--- src/rtl/fetch_pkg.sv ---
// Shared definitions for the instruction fetch stage and its consumers.
// Decode imports this package to unpack the 96-bit fetch->decode FIFO entry.
package fetch_pkg;

    // Fetch sequencer states.
    typedef enum logic [2:0] {
        IDLE  = 3'd0,
        REQ   = 3'd1,
        WAIT  = 3'd2,
        PUSH  = 3'd3,
        CHECK = 3'd4
    } fetch_state_t;

    localparam int INSTR_W   = 32;
    localparam int ADDR_W    = 32;
    localparam int ELEM_W    = INSTR_W + 2 * ADDR_W;

    // Field offsets inside a FIFO entry: {instr, addr, addr+4}.
    localparam int INSTR_LSB = 64;
    localparam int ADDR_LSB  = 32;
    localparam int NPC_LSB   = 0;

    // Build a FIFO entry from a fetched word and the address it came from.
    function automatic logic [ELEM_W-1:0] pack_entry(input logic [INSTR_W-1:0] instr,
                                                     input logic [ADDR_W-1:0]  addr);
        logic [ADDR_W-1:0] npc;
        npc = addr + ADDR_W'(4);
        return {instr, addr, npc};
    endfunction

endpackage

--- src/rtl/fetch_unit_if.sv ---
// Bus bundle between the fetch stage and its environment: the instruction
// memory port, the execute redirect port and the fetch->decode FIFO push port.
//
// Handshake semantics:
//   - icache_req is a one-cycle strobe with icache_addr valid in the same
//     cycle; memory answers with exactly one icache_ready pulse (data valid
//     with it) at least one cycle later. No second request is issued before
//     that answer arrives.
//   - redirect_valid is a one-cycle strobe qualifying redirect_pc.
//   - pushing is a one-cycle strobe qualifying out_data; the FIFO answers in
//     the following cycle with push_must_wait=1 if that push was rejected.
interface fetch_unit_if;
    import fetch_pkg::*;

    logic              icache_req;
    logic [ADDR_W-1:0] icache_addr;
    logic              icache_ready;
    logic [INSTR_W-1:0] icache_data;
    logic              redirect_valid;
    logic [ADDR_W-1:0] redirect_pc;
    logic [ELEM_W-1:0] out_data;
    logic              pushing;
    logic              push_must_wait;

    // Fetch stage side.
    modport master (
        output icache_req,
        output icache_addr,
        input  icache_ready,
        input  icache_data,
        input  redirect_valid,
        input  redirect_pc,
        output out_data,
        output pushing,
        input  push_must_wait
    );

    // Memory / execute / FIFO side.
    modport slave (
        input  icache_req,
        input  icache_addr,
        output icache_ready,
        output icache_data,
        output redirect_valid,
        output redirect_pc,
        input  out_data,
        input  pushing,
        output push_must_wait
    );

endinterface

--- src/rtl/fetch_unit.sv ---
// Instruction fetch stage: sequential PC, one outstanding memory request,
// packs {instr, addr, addr+4} into the decode FIFO and retries rejected
// pushes. Execute redirects override everything except reset.
// Optional build macro FETCH_PERF_EN adds saturating perf_fetched/perf_stall
// counters.
module fetch_unit
    import fetch_pkg::*;
#(
    parameter logic [31:0] RESET_PC       = 32'hBFC0_0000,
    parameter int          ELEM_SIZE_BITS = 96
) (
    input  logic         CLK,
    input  logic         RESET,
    fetch_unit_if.master bus,
`ifdef FETCH_PERF_EN
    output logic [31:0]  perf_fetched,
    output logic [31:0]  perf_stall,
`endif
    output fetch_state_t dbg_state_o
);

    fetch_state_t              state_q, state_d;
    logic [ADDR_W-1:0]         pc_q, pc_d;
    logic                      drop_q, drop_d;
    logic [ELEM_SIZE_BITS-1:0] data_q, data_d;
    logic [ADDR_W-1:0]         redir_pc;
    logic                      unused_redir_lsbs;

    // Redirect targets are word aligned; the low bits are simply ignored.
    assign redir_pc          = {bus.redirect_pc[31:2], 2'b00};
    assign unused_redir_lsbs = ^bus.redirect_pc[1:0];

    // State and datapath registers.
    always_ff @(posedge CLK) begin
        if (RESET) begin
            state_q <= IDLE;
            pc_q    <= RESET_PC;
            drop_q  <= 1'b0;
            data_q  <= '0;
        end else begin
            state_q <= state_d;
            pc_q    <= pc_d;
            drop_q  <= drop_d;
            data_q  <= data_d;
        end
    end

    // Next-state logic: normal sequencing first, then the redirect overlay,
    // which takes priority over any normal transition.
    always_comb begin
        state_d = state_q;
        pc_d    = pc_q;
        drop_d  = drop_q;
        data_d  = data_q;

        case (state_q)
            IDLE: state_d = REQ;
            REQ:  state_d = WAIT;
            WAIT: begin
                if (bus.icache_ready) begin
                    if (drop_q) begin
                        // Answer to a request made before a redirect: discard.
                        drop_d  = 1'b0;
                        state_d = REQ;
                    end else begin
                        data_d  = pack_entry(bus.icache_data, pc_q);
                        state_d = PUSH;
                    end
                end
            end
            PUSH: state_d = CHECK;
            CHECK: begin
                if (bus.push_must_wait) begin
                    state_d = PUSH;
                end else begin
                    pc_d    = pc_q + ADDR_W'(4);
                    state_d = REQ;
                end
            end
            default: state_d = IDLE;
        endcase

        if (bus.redirect_valid) begin
            pc_d = redir_pc;
            case (state_q)
                REQ: begin
                    // The request just issued will still be answered.
                    drop_d  = 1'b1;
                    state_d = WAIT;
                end
                WAIT: begin
                    data_d = data_q;
                    if (bus.icache_ready) begin
                        drop_d  = 1'b0;
                        state_d = REQ;
                    end else begin
                        drop_d  = 1'b1;
                        state_d = WAIT;
                    end
                end
                default: state_d = REQ;
            endcase
        end
    end

    // Moore outputs decoded from the registered state.
    assign bus.icache_req  = (state_q == REQ);
    assign bus.icache_addr = (state_q == REQ) ? pc_q : '0;
    assign bus.pushing     = (state_q == PUSH);
    assign bus.out_data    = data_q;
    assign dbg_state_o     = state_q;

`ifdef FETCH_PERF_EN
    logic [31:0] perf_fetched_q, perf_stall_q;

    // Count accepted and rejected push outcomes, saturating at all-ones.
    always_ff @(posedge CLK) begin
        if (RESET) begin
            perf_fetched_q <= '0;
            perf_stall_q   <= '0;
        end else if (state_q == CHECK) begin
            if (bus.push_must_wait) begin
                if (perf_stall_q != 32'hFFFF_FFFF) perf_stall_q <= perf_stall_q + 32'd1;
            end else begin
                if (perf_fetched_q != 32'hFFFF_FFFF) perf_fetched_q <= perf_fetched_q + 32'd1;
            end
        end
    end

    assign perf_fetched = perf_fetched_q;
    assign perf_stall   = perf_stall_q;
`endif

endmodule

--- src/flat_wrapper.sv ---
// flat-port wrapper written by rule: the top's interface ports become plain ports
module fetch_unit_flat import fetch_pkg::*;
#(
    parameter logic [31:0] RESET_PC       = 32'hBFC0_0000,
    parameter int          ELEM_SIZE_BITS = 96
)
  (CLK, RESET, dbg_state_o, bus_icache_req, bus_icache_addr, bus_icache_ready, bus_icache_data, bus_redirect_valid, bus_redirect_pc, bus_out_data, bus_pushing, bus_push_must_wait);
  fetch_unit_if bus_i ();
  input  logic CLK;
  input  logic RESET;
  output fetch_state_t dbg_state_o;
  output wire logic [$bits(bus_i.icache_req)-1:0] bus_icache_req;
  output wire logic [$bits(bus_i.icache_addr)-1:0] bus_icache_addr;
  input wire logic [$bits(bus_i.icache_ready)-1:0] bus_icache_ready;
  input wire logic [$bits(bus_i.icache_data)-1:0] bus_icache_data;
  input wire logic [$bits(bus_i.redirect_valid)-1:0] bus_redirect_valid;
  input wire logic [$bits(bus_i.redirect_pc)-1:0] bus_redirect_pc;
  output wire logic [$bits(bus_i.out_data)-1:0] bus_out_data;
  output wire logic [$bits(bus_i.pushing)-1:0] bus_pushing;
  input wire logic [$bits(bus_i.push_must_wait)-1:0] bus_push_must_wait;
  assign bus_icache_req = bus_i.icache_req;
  assign bus_icache_addr = bus_i.icache_addr;
  assign bus_i.icache_ready = bus_icache_ready;
  assign bus_i.icache_data = bus_icache_data;
  assign bus_i.redirect_valid = bus_redirect_valid;
  assign bus_i.redirect_pc = bus_redirect_pc;
  assign bus_out_data = bus_i.out_data;
  assign bus_pushing = bus_i.pushing;
  assign bus_i.push_must_wait = bus_push_must_wait;
  fetch_unit #(.RESET_PC(RESET_PC), .ELEM_SIZE_BITS(ELEM_SIZE_BITS)) u_core (.CLK(CLK), .RESET(RESET), .bus(bus_i), .dbg_state_o(dbg_state_o));
endmodule
--- config.mk ---
export PLATFORM = sky130hd
export DESIGN_NAME = fetch_unit_flat
export DESIGN_NICKNAME = d
export VERILOG_FILES = /design/src/rtl/fetch_pkg.sv /design/src/rtl/fetch_unit_if.sv /design/src/rtl/fetch_unit.sv /design/src/flat_wrapper.sv
export SDC_FILE = /design/constraint.sdc
export NUM_CORES = 1
export LEC_CHECK = 0
export ABC_AREA = 1
export BUFFER_PORTS_ARGS = -buffer_cell sky130_fd_sc_hd__buf_2
export CAP_MARGIN = 15
export CORE_ASPECT_RATIO = 1.25
export CORE_UTILIZATION = 54
export DETAILED_ROUTE_END_ITERATION = 8
export GPL_ROUTABILITY_DRIVEN = 0
export GPL_TIMING_DRIVEN = 0
export PLACE_DENSITY = 0.87
export SETUP_SLACK_MARGIN = 0.02
export SLEW_MARGIN = 10
export SYNTH_ARGS = -nofsm -noshare
export SYNTH_HDL_FRONTEND = slang
export SYNTH_SLANG_ARGS = --single-unit
--- constraint.sdc ---
create_clock -name CLK -period 4.7 [get_ports CLK]
set_input_delay 0.47 -clock CLK [delete_from_list [all_inputs] [get_ports CLK]]
set_output_delay 0.47 -clock CLK [all_outputs]
set_load 0.03 [all_outputs]
* After elaboration in Yosys (flattened, before gate mapping)
Cells that the tools add are included.
Cells by class: add/subtract/negate cells 1, equality and inequality tests 7, muxes and demuxes 21, bitwise gates (word level) 1, reduce and logical (&&, ||, !) cells 5
Operators by type and width (count):
- 96-bit 2-to-1 mux | 5
- 32-bit 2-to-1 mux | 4
- 32-bit by 3-bit adder with 32-bit output, second input constant | 1
- 3-bit one-hot mux with 5 select lines | 1
- 3-bit by 2-bit == test with 1-bit output, second input constant | 2
- 2-bit 2-to-1 mux | 3
- 3-bit 2-to-1 mux | 2
- 3-bit one-hot mux with 2 select lines | 1
- 1-bit 2-to-1 mux | 4
- 2-bit != test, second input constant | 2
- 2-bit AND reduction | 2
- 3-bit by 1-bit == test with 1-bit output, second input constant | 1
- 3-bit == test, second input constant | 1
- 3-bit logical NOT | 1
- 3-bit != test, second input constant | 1
- 1-bit one-hot mux with 2 select lines | 1
- 2-bit nonzero test | 1
- 2-bit OR reduction | 1
- 1-bit NOT | 1
Word-level totals: flip-flop bits (word level) 132, bits of input ports 69, output and inout bits 133, word-level logic and storage cells 40

* Depth between registers and ports, before layout
depth after elaboration 6, gate-level depth with buffers 10, mapped depth without buffers 10

* Worst setup path after synthesis
Ideal clock, no wire load.
kind flip-flop to output port, from reg u_core.state_q[0] (netlist: u_core.dbg_state_o[0]), to out bus_icache_addr[10], arrival time 1.479 ns, required time 4.230 ns, slack 2.751 ns, stages on the path, launching flop included 4, path buffers 1, cells stage by stage dfxtp_1 -> nand3_1 -> clkbuf_1 -> nor2_1
On the way: cells in the longest elaborated chain, start to end 2
Ends and longest elaborated chain:
- from (decl) | line fetch_unit.sv:22 | fetch_state_t state_q, state_d;
- from (signal assigned) | line fetch_unit.sv:41 | state_q <= state_d;
- 3-bit by 1-bit == test with 1-bit output | line fetch_unit.sv:108 | assign bus.icache_addr = (state_q == REQ) ? pc_q : '0;
- 32-bit 2-to-1 mux | line fetch_unit.sv:108
- to (decl) | line flat_wrapper.sv:13 | output wire logic [$bits(bus_i.icache_addr)-1:0] bus_icache_addr;
No other way between the ends.

* Worst setup path after layout
from reg u_core.state_q[2] (netlist: u_core.dbg_state_o[2]), to out bus_icache_addr[21]
Same word-level chain as after synthesis.

==> results.yml <==
synth:
  ys.flop_type: "dfxtp_1"
  synthArstFlopShare: 0
  ys_ff_latch: 126
  synth_common_cells: "nor2_1, nand2_1, dfxtp_1"
  synthAdderAreaFrac: 0.00219
  synth.area.mux_share: 0
  synth_largest_area_cell: "dfxtp_1"
  ys.warnings.count: 0
  synthSimpleGateAreaFrac: 0.280
  synthCells: 858
  syn_area_per_cell_um2: 6.67
  synthXorXnorAreaFrac: 0.0230
  yosys-top-cells-area: "dfxtp_1, nor2_1, nand2_1"
  synth_cell_types: 26
  synth_compound_area_frac: 0.154
  synth_top_area_frac: 0.441
  synth-edff-count: 0
  synthMostInstantiatedCell: "nor2_1"
  ys_seq_area_frac: 0.441
  synth_top_family_by_area: "simple AND/OR/NAND/NOR gates"
  synthesis.area_um2: 5720
worst_setup_path:
  max_stage_delay_ns: 0.48
  start_kind: "flip-flop"
  slowest_stage: "clkbuf_1"
  cp-end-kind: "primary output"
  arrival_ns: 2.05
  path_cells: "inv_1, nand3_1, clkbuf_1, nor2_1, buf_2"
  crit_fanout: 10
  ff2ff_setup_slack_ns: 2.54
  reg2regPathDepth: 7
  crit_type: "flip-flop to primary output"
  r2r_start: "u_core.pc_q[3]"
  crit_buf_inv: 3
  required_ns: 4.23
  rr_endpoint: "u_core.pc_q[22]"
  cp_top_family: "buffers and inverters"
layout:
  final_core_util: 0.728
  areaGrowthSynthToFinish_pct: 29.9
  n_antenna_cell: 0
  nets: 1143
  drive_above_1_share: 0.229
  fill_cells: 888
placement:
  port_buffers: 191
  dp_hpwl_um: 13300
  dp_slack_ns: 2.65
timing:
  setup_viol: 0
  fmax_mhz: 397
  layout_setup_ws_ns: 2.18
  clock_skew_ns: 0.0109
  rsz0062_at_grt: "false"
  maxSlewViolCount: 0
  max_slew.worst_pin.slew_ns: 0.657
  hold_viol_final: 0
  fin_setup_tns_ns: 0
  period_share: 0.536
  timing.max_slew.rel_slack: 0.562
  hold_slack_ns: 0.270
  finalCriticalPeriod_ns: 2.52
power_and_ir_drop:
  irDropWorstVdd_v: 0.000306
  leakage_nw: 3.88
  power_w: 0.00281
  powerDensity_nw_per_um2: 378
clocking:
  clock-sinks: 126
  clock_path_buffers: 2
  clk_pin_slew_ns: 0.05
  cts_buffers: 17
  post_cts_buffers: 0
  htree_levels: 4
  cts_tree: "done"
  cts_root_buf: "clkbuf_16"
  clock_latency_ns: 0.42
  cts-resized-gates: 0
  cts_hold_buffers: 0
run:
  drv_cap: 0
global_routing:
  grt_max_degree: 17
  grt_pass1_wl_um: 28500
  grt_pass1_vias: 6118
  antenna_found_initial: 0
  grt.overflow.total: 0
  gr-usage-all-layers: 0.341
worst_hold_path:
  hold_start: "bus_icache_data[27]"
  hold_end: "u_core.bus.out_data[91]"
  hold_depth: 3
  hp-class: "input pin to flip-flop"
route:
  vias: 6400
  drt-initial-drc-count: 400
  vias_per_cell: 5.27
  totalWireLength_um: 18300
  wl_per_cell_um: 15.0
  drt_pass1_iterations: 6
  drtAntennaViolNets: 0
  drc: 0
floorplan:
  core_um2: 10200
  row_count: 41
  die_h_um: 117
  dieArea_um2: 11000
  die_width_um: 94.1
  pin_count: 202
  start_util: 0.561
outcome:
  outcome: "finished, final reports clean"
-- area by class of cell --
cell class	instances	area (um2)	area share
well taps	129	161	0.0217
inverters	85	319	0.0429
clock inverters	9	113	0.0151
flip-flops and latches	126	2520	0.339
clock buffers	22	464	0.0624
plain buffers	52	250	0.0337
repair buffers	191	956	0.129
multi-input cells	600	2650	0.356
-- registers in the layout, indices dropped and copies added, names as in the netlist --
signal and count:
u_core.bus.out_data 92, u_core.pc_q 30, u_core.dbg_state_o 3, u_core.drop_q 1
-- tightest hold or removal path: cells and delay by family --
kind	cells	cell delay, ns
buffers and inverters	1	0.07
AND/OR/NAND/NOR	2	0.11
-- routing by layer --
layer  track usage  vias to the layer above  wire [um]
li1              -                     3118          -
met1         0.363                     2870       6890
met2         0.607                      351       9070
met3        0.0937                       61       1550
met4         0.193                        0        746
met5             0                        -          0
-- cells by family (layout without fill, tap and decap cells) --
kind of cell               after synthesis  after routing
DFF                                    126            126
other                                    1              6
adders and majority gates                1              1
buffers and inverters                  137            359
and+or+nand+nor                        407            407
AOI/OAI and AO/OA                      171            171
xor gates and xnor gates                15             15
-- through the flow --
| step | instances | area, um2 |
|---|---|---|
| 3_5_place_dp | 1183 | 6860 |
| 4_1_cts | 1214 | 7440 |
| 6_report | 1214 | 7440 |
| 2_1_floorplan | 863 | 5740 |
| 3_3_place_gp | 1183 | 6860 |
| 5_1_grt | 1214 | 7440 |
-- layout by cell type, fill, tap and decap left out, drive strengths merged, types with 2 or more instances in the layout --
master,netlist,routed
nand4,2,2
bufinv,0,2
clkbuf,27,49
o211ai,3,3
clkinvlp,0,4
buf,25,216
dfxtp,126,126
nand2,168,168
nor2,201,201
o21ai,104,104
xor2,15,15
nand3,30,30
nor3,5,5
a21oi,56,56
conb,1,6
inv,84,84
a31oi,6,6
clkinv,1,4
-- power by group --
part | internal (W) | switching, W | total (W)
Sequential | 0.00111 | 0.0000338 | 0.00115
Clock | 0.000805 | 0.000478 | 0.00128
Combinational | 0.000111 | 0.000269 | 0.000380
-- worst max-delay path by stage --
stage	depth (start not counted)	end	from
after floorplan	3	bus_icache_addr[10]	u_core.dbg_state_o[0]
after global placement	7	u_core.bus.out_data[14]	u_core.pc_q[3]
after detailed placement	7	u_core.bus.out_data[14]	u_core.pc_q[3]
after CTS	5	bus_icache_addr[10]	u_core.dbg_state_o[2]
after global routing	5	bus_icache_addr[10]	u_core.dbg_state_o[2]
final	5	bus_icache_addr[21]	u_core.dbg_state_o[2]
Power figures use the tool's default switching activity.
